==> src/rtl/clk_div_pkg.sv <==
// Shared types and defaults for the multi-channel clock divider.
// Optional feature macro used by this block: CLKDIV_DUTY_EN (independent high-phase cutoff).
package clk_div_pkg;

    typedef enum logic [1:0] {
        IDLE,
        HIGH,
        LOW
    } ch_state_t;

    localparam int unsigned DEFAULT_WIDTH = 32;

endpackage

==> src/rtl/clk_div_channel.sv <==
// One divider channel: IDLE/HIGH/LOW phase counter with shadowed cutoffs.
// CLKDIV_DUTY_EN adds a separate high-phase cutoff; otherwise the high phase mirrors the low one.
module clk_div_channel
    import clk_div_pkg::*;
#(
    parameter int unsigned WIDTH = DEFAULT_WIDTH
) (
    input  logic             clock,
    input  logic             resetn,
    input  logic             en,
    input  logic             sync,
    input  logic             wr,
    input  logic [WIDTH-1:0] wr_m,
`ifdef CLKDIV_DUTY_EN
    input  logic [WIDTH-1:0] wr_h,
`endif
    output logic             pending,
    output logic             slow_clock,
    output logic             rise_tick
);

    ch_state_t        state;
    logic [WIDTH-1:0] cnt;
    logic [WIDTH-1:0] act_m;
    logic [WIDTH-1:0] sh_m;
    logic [WIDTH-1:0] h_cut;
    logic             commit;

`ifdef CLKDIV_DUTY_EN
    logic [WIDTH-1:0] act_h;
    logic [WIDTH-1:0] sh_h;

    always_comb h_cut = act_h;

    always_ff @(posedge clock) begin
        if (!resetn) begin
            act_h <= '0;
            sh_h  <= '0;
        end else begin
            if (commit) act_h <= sh_h;
            if (wr)     sh_h  <= wr_h;
        end
    end
`else
    always_comb h_cut = act_m;
`endif

    // wr is only possible while pending is clear, so a write can never
    // coincide with a commit; a write on a boundary cycle waits for the next one.
    always_comb begin
        commit = pending && (!en || sync || (state == IDLE) ||
                             ((state == LOW) && (cnt == act_m)));
    end

    always_ff @(posedge clock) begin
        if (!resetn) begin
            state      <= IDLE;
            cnt        <= '0;
            act_m      <= '0;
            sh_m       <= '0;
            pending    <= 1'b0;
            slow_clock <= 1'b0;
            rise_tick  <= 1'b0;
        end else begin
            rise_tick <= 1'b0;
            if (commit) act_m <= sh_m;
            if (wr) begin
                sh_m    <= wr_m;
                pending <= 1'b1;
            end else if (commit) begin
                pending <= 1'b0;
            end

            if (!en) begin
                state      <= IDLE;
                cnt        <= '0;
                slow_clock <= 1'b0;
            end else if (sync || (state == IDLE)) begin
                state      <= HIGH;
                cnt        <= '0;
                slow_clock <= 1'b1;
                rise_tick  <= 1'b1;
            end else begin
                case (state)
                    HIGH: begin
                        if (cnt == h_cut) begin
                            state      <= LOW;
                            cnt        <= '0;
                            slow_clock <= 1'b0;
                        end else begin
                            cnt <= cnt + WIDTH'(1);
                        end
                    end
                    LOW: begin
                        if (cnt == act_m) begin
                            state      <= HIGH;
                            cnt        <= '0;
                            slow_clock <= 1'b1;
                            rise_tick  <= 1'b1;
                        end else begin
                            cnt <= cnt + WIDTH'(1);
                        end
                    end
                    default: begin
                        state      <= IDLE;
                        cnt        <= '0;
                        slow_clock <= 1'b0;
                    end
                endcase
            end
        end
    end

endmodule

==> src/rtl/multi_clk_divider.sv <==
// NCH independent clock dividers sharing one config port and a common sync strobe.
// CLKDIV_DUTY_EN adds the cfg_h port for an independent high-phase length.
module multi_clk_divider
    import clk_div_pkg::*;
#(
    parameter int unsigned NCH   = 4,
    parameter int unsigned WIDTH = DEFAULT_WIDTH,
    localparam int unsigned CW   = (NCH > 1) ? $clog2(NCH) : 1
) (
    input  logic             clock,
    input  logic             resetn,
    input  logic [NCH-1:0]   en,
    input  logic             sync,
    input  logic             cfg_valid,
    output logic             cfg_ready,
    input  logic [CW-1:0]    cfg_ch,
    input  logic [WIDTH-1:0] cfg_m,
`ifdef CLKDIV_DUTY_EN
    input  logic [WIDTH-1:0] cfg_h,
`endif
    output logic [NCH-1:0]   slow_clock,
    output logic [NCH-1:0]   rise_tick
);

    logic [NCH-1:0] pending;
    logic           xfer;

    // Out-of-range channel indices read as ready so the write is consumed and dropped.
    always_comb begin
        cfg_ready = 1'b1;
        for (int unsigned i = 0; i < NCH; i++) begin
            if (cfg_ch == CW'(i)) cfg_ready = ~pending[i];
        end
    end

    always_comb xfer = cfg_valid && cfg_ready;

    for (genvar g = 0; g < NCH; g++) begin : g_ch
        clk_div_channel #(.WIDTH(WIDTH)) u_ch (
            .clock      (clock),
            .resetn     (resetn),
            .en         (en[g]),
            .sync       (sync),
            .wr         (xfer && (cfg_ch == CW'(g))),
            .wr_m       (cfg_m),
`ifdef CLKDIV_DUTY_EN
            .wr_h       (cfg_h),
`endif
            .pending    (pending[g]),
            .slow_clock (slow_clock[g]),
            .rise_tick  (rise_tick[g])
        );
    end

endmodule

==> config.mk <==
export PLATFORM = sky130hd
export DESIGN_NAME = multi_clk_divider
export DESIGN_NICKNAME = d
export VERILOG_FILES = /design/src/rtl/clk_div_pkg.sv /design/src/rtl/clk_div_channel.sv /design/src/rtl/multi_clk_divider.sv
export SDC_FILE = /design/constraint.sdc
export NUM_CORES = 1
export LEC_CHECK = 0
export ABC_CLOCK_PERIOD_IN_PS = 2500
export CORE_MARGIN = 2
export CORE_UTILIZATION = 50
export CTS_BUF_LIST = sky130_fd_sc_hd__clkbuf_16
export DETAILED_ROUTE_END_ITERATION = 8
export PLACE_DENSITY = 0.75
export SLEW_MARGIN = 20
export SYNTH_ARGS = -nofsm -noshare
export SYNTH_HDL_FRONTEND = slang
export SYNTH_HIERARCHICAL = 1
export SYNTH_SLANG_ARGS = --single-unit
==> constraint.sdc <==
create_clock -name clock -period 2.5 [get_ports clock]
set_input_delay 0.5 -clock clock [delete_from_list [all_inputs] [get_ports clock]]
set_output_delay 0.5 -clock clock [all_outputs]
set_load 0.01 [all_outputs]
==> report_table.html <==
<table>
<tr><th>Metric</th><th>Value</th></tr>
<tr><th colspan="2">Setup path</th></tr>
<tr><td>Data required time at the worst endpoint</td><td>about 2.0 ns</td></tr>
<tr><td>Slowest-stage cell, CP</td><td>clkdlybuf4s50_1</td></tr>
<tr><td>Worst path cell trace</td><td>clkdlybuf4s50_1, mux4_2, inv_1, dlygate4sd2_1</td></tr>
<tr><td>Category of the worst setup path launch point</td><td>primary input</td></tr>
<tr><td>Critical path fanouts, max</td><td>2</td></tr>
<tr><td>Critical Path Sink Type</td><td>primary output</td></tr>
<tr><td>Buf/Inv on CP</td><td>3</td></tr>
<tr><td>CP delay by family, top</td><td>buffers and inverters</td></tr>
<tr><td>Highest cell delay on the worst timing path</td><td>between 0.5 and 0.6 ns</td></tr>
<tr><td>Critical path data arrival time</td><td>1.82 ns</td></tr>
<tr><td>Type of the worst setup path</td><td>in2out</td></tr>
<tr><th colspan="2">Pwr</th></tr>
<tr><td>NetSw</td><td>2.826 mW</td></tr>
<tr><td>Worst vdd ir</td><td>between 0.5 and 0.6 mV</td></tr>
<tr><td>Relative contribution of sequential cells to total power</td><td>51.1%</td></tr>
<tr><td>Internal power</td><td>9.911 mW</td></tr>
<tr><td>Portion of total power attributed to the clock network</td><td>a little over two fifths</td></tr>
<tr><td>Power density over cell area</td><td>roughly 640 nW/µm²</td></tr>
<tr><td>Switching power share of the total</td><td>22.18%</td></tr>
<tr><td>Standby leakage power</td><td>about 7.2 nW</td></tr>
<tr><td>Fraction of power consumed by combinational cells</td><td>5.4%</td></tr>
<tr><th colspan="2">Detailed routing</th></tr>
<tr><td>Number of remaining DRC errors</td><td>0</td></tr>
<tr><td>Post-detailed-routing wire length</td><td>40.26 mm</td></tr>
<tr><td>Vias post-DR</td><td>between 10000 and 15000</td></tr>
<tr><td>Vias per cell</td><td>5.287</td></tr>
<tr><td>Number of iterations in the first detailed-routing pass</td><td>5</td></tr>
<tr><td>Number of DRC markers after the initial detailed-route iteration</td><td>814</td></tr>
<tr><td>Routed length per placed instance</td><td>16.91 µm</td></tr>
<tr><td>Remaining antenna violation count after routing</td><td>0</td></tr>
<tr><th colspan="2">Clock tree</th></tr>
<tr><td>Sink Count</td><td>400</td></tr>
<tr><td>Clock insertion delay at the later pin of the skew report</td><td>roughly 0.52 ns</td></tr>
<tr><td>CTS tree</td><td>done</td></tr>
<tr><td>Root buffer cell</td><td>clkbuf_16</td></tr>
<tr><td>H-tree levels</td><td>2</td></tr>
<tr><td>Clock slew seen by the registers of the worst setup and hold paths</td><td>~0.060 ns</td></tr>
<tr><td>Maximum count of clock buffers along a single path</td><td>3</td></tr>
<tr><td>Number of setup buffers added after CTS</td><td>0</td></tr>
<tr><td>Number of buffers inserted for hold repair after clock tree synthesis</td><td>0</td></tr>
<tr><td>Number of CTS-inserted buffers</td><td>between 40 and 50</td></tr>
<tr><th colspan="2">Synth</th></tr>
<tr><td>Warnings from Yosys</td><td>6</td></tr>
<tr><td>Post-synthesis cell type count</td><td>40</td></tr>
<tr><td>Area leader, netlist</td><td>dfxtp_1</td></tr>
<tr><td>Total standard cell area after synthesis</td><td>around 18000 µm²</td></tr>
<tr><td>Net count of the mapped netlist</td><td>1933</td></tr>
<tr><td>Portion of synthesized cell area occupied by the leading cell type</td><td>roughly 45%</td></tr>
<tr><td>Leading post-synthesis cells by cell area</td><td>dfxtp_1 45%, mux2i_1 14%, xnor2_1 8.6%, nand2_1 6.9%, nor2b_1 4.7%</td></tr>
<tr><td>Syn_area_per_cell</td><td>9.471 µm²</td></tr>
<tr><td>Number of synthesized register bits</td><td>400</td></tr>
<tr><td>Register area share after synthesis</td><td>45.19%</td></tr>
<tr><td>Synthesized netlist cell count</td><td>1871</td></tr>
<tr><th colspan="2">STA</th></tr>
<tr><td>Highest achievable clock rate</td><td>about 430 MHz</td></tr>
<tr><td>Final critical-path share of the clock period</td><td>92.98%</td></tr>
<tr><td>Unrepaired setup endpoints after global routing</td><td>no</td></tr>
<tr><td>Crit path setup slack, layout</td><td>0.1754 ns</td></tr>
<tr><td>Fin Setup TNS</td><td>0 ns</td></tr>
<tr><td>Fin crit period</td><td>approximately 2.3 ns</td></tr>
<tr><td>Final count of pins violating max slew</td><td>0</td></tr>
<tr><td>Setup-violating endpoint count in the final report</td><td>0</td></tr>
<tr><td>Hold violation total from the final report</td><td>0</td></tr>
<tr><td>Worst Skew</td><td>0.01417 ns</td></tr>
<tr><td>Relative slew slack</td><td>between 50% and 60%</td></tr>
<tr><td>Actual transition at the worst max-transition pin</td><td>about 0.66 ns</td></tr>
<tr><th colspan="2">Placed design</th></tr>
<tr><td>Total cell area at the placement stage</td><td>around 19000 µm²</td></tr>
<tr><td>RD Place Congestion</td><td>0.8701</td></tr>
<tr><td>Count of buffers from port buffering</td><td>50</td></tr>
<tr><td>Placement-stage worst setup slack</td><td>-0.09404 ns</td></tr>
<tr><td>Estimated wirelength of the detail-placed design</td><td>27.32 mm</td></tr>
<tr><td>Placed cells</td><td>2313</td></tr>
<tr><th colspan="2">Finish</th></tr>
<tr><td>Layout-stage area growth over the synthesis result</td><td>12.50%</td></tr>
<tr><td>Ratio of cells with drive above 1 in the final layout</td><td>5.662%</td></tr>
<tr><td>Layout net count</td><td>roughly 2000</td></tr>
<tr><td>Count of non-filler cells in the finished layout</td><td>roughly 2400</td></tr>
<tr><td>Total inserted antenna cells</td><td>0</td></tr>
<tr><td>Design Area, Final</td><td>19940 µm²</td></tr>
<tr><th colspan="2">Global routing</th></tr>
<tr><td>Global-route wire length before repair</td><td>64.68 mm</td></tr>
<tr><td>Vias in the first global route</td><td>12280</td></tr>
<tr><td>Global-route total usage across every layer</td><td>22.13%</td></tr>
<tr><td>Antenna violations before repair</td><td>0</td></tr>
<tr><td>Pin count of the biggest net entering global routing</td><td>135</td></tr>
<tr><td>Overflow after GRT</td><td>0</td></tr>
<tr><th colspan="2">Floorplanning</th></tr>
<tr><td>Die Height</td><td>192.3 µm</td></tr>
<tr><td>Horizontal die dimension</td><td>192.3 µm</td></tr>
<tr><td>Ports placed on the boundary</td><td>51</td></tr>
<tr><td>Die Footprint</td><td>36960 µm²</td></tr>
<tr><td>Starting density of the core</td><td>51.05%</td></tr>
<tr><td>Area inside the core boundary</td><td>34710 µm²</td></tr>
<tr><td>Number of cell rows</td><td>68</td></tr>
<tr><th colspan="2">Run status</th></tr>
<tr><td>Outcome</td><td>completed</td></tr>
<tr><th colspan="2">Flow run</th></tr>
<tr><td>Reported max-cap violation count</td><td>0</td></tr>
<tr><th colspan="2">Hold path</th></tr>
<tr><td>Class of the tightest hold or removal check</td><td>in2reg</td></tr>
</table>
[tightest hold or removal path: stages]
cell	delay, ns
buf_8	0.19
nand2_1	0.11
mux2i_1	0.05
[power by group through the flow]
stage | logic (mW) | registers (mW) | clock network, mW
4_1_cts | 0.688 | 6.51 | 5.65
2_1_floorplan | 0.397 | 6.64 | 0
6_report | 0.684 | 6.51 | 5.54
3_3_place_gp | 0.674 | 6.65 | 0
5_1_grt | 0.732 | 6.52 | 5.92
3_5_place_dp | 0.686 | 6.65 | 0
[registers in the layout, summed over array words and instances (netlist names)]
register              flops
g_ch.u_ch/act_m         128
g_ch.u_ch/cnt           128
g_ch.u_ch/pending         4
g_ch.u_ch/rise_tick       4
g_ch.u_ch/sh_m          128
g_ch.u_ch/slow_clock      4
g_ch.u_ch/state           4
[synth_stat cells, drive strengths merged]
cell	n
a311oi	4
clkbuf	60
xnor2	174
ha	20
or3b	1
nor2	165
nor3	18
a21oi	8
and3	14
nor4	14
nor4b	1
nand2b	4
nand3	41
a2bb2oi	4
nand4	62
inv	26
dfxtp	400
or2	3
nor3b	1
a21boi	4
or3	6
nand2	324
nor2b	132
and2	3
xor2	74
nor4bb	1
mux4	1
and4	17
a31oi	4
buf	29
mux2i	256
[cells in the final DEF (no fill, tap or decap), drive strengths merged, types with 17 or more instances in the layout]
cell,count
and4,17
buf,27
clkbuf,41
clkdlybuf4s50,48
dfxtp,400
ha,20
inv,38
mux2i,256
nand2,324
nand3,41
nand4,62
nor2,165
nor2b,132
nor3,18
xnor2,174
xor2,74
[worst paths after layout]
kind,start,endpoint,cells past startpoint,slack [ns]
worst min-delay path,resetn,g_ch[0].u_ch/act_m[7],3,0.39
worst max register to register,g_ch[3].u_ch/cnt[24],g_ch[3].u_ch/act_m[2],8,0.24
worst max-delay path,cfg_ch[0],cfg_ready,4,0.18
worst min register to register,g_ch[2].u_ch/sh_m[11],g_ch[2].u_ch/act_m[11],2,0.45
[routing by layer]
metal	share of wire [%]	wire length [µm]	GRT usage, %
met2	48	19230	37.69
met4	3.8	1538	8.368
met5	0	0	0
met1	45	18020	28.71
met3	3.6	1469	2.710
[repair_timing]
action                     4_1_cts  5_1_grt
setup endpoints to repair        1        0
resized for setup                1        0
hold endpoints to repair         0        0
[kinds of logic (layout without fill, tap and decap cells)]
| group | Yosys count | in the layout | synth area share (%) |
|---|---|---|---|
| simple gates | 807 | 807 | 22.31 |
| fa+ha+maj | 20 | 20 | 1.412 |
| buf+inv | 115 | 169 | 3.170 |
| xor+xnor | 248 | 248 | 12.26 |
| compound gates | 24 | 24 | 1.073 |
| mux | 257 | 257 | 14.59 |
| flops | 400 | 400 | 45.19 |
[area by class of cell]
| type | instances | area (µm²) |
|---|---|---|
| Inverter | 26 | 97.59 |
| Multi-Input combinational cell | 1356 | 9228 |
| Tap cell | 455 | 569.3 |
| Fill cell | 2999 | 14780 |
| Sequential cell | 400 | 8008 |
| Clock buffer | 41 | 1026 |
| Clock inverter | 26 | 157.7 |
| Timing Repair Buffer | 76 | 849.6 |
[stage by stage]
stage	power, mW	util, %	hold slack (ns)
4_1_cts	12.85	57.43	0.3725
5_1_grt	13.17	57.43	0.3913
3_5_place_dp	7.339	54.02	0.4448
2_1_floorplan	7.040	-	0.4341
6_report	12.74	57.43	0.3894
3_3_place_gp	7.324	54.02	0.4401
No activity file was read; power rests on OpenSTA's default activity.
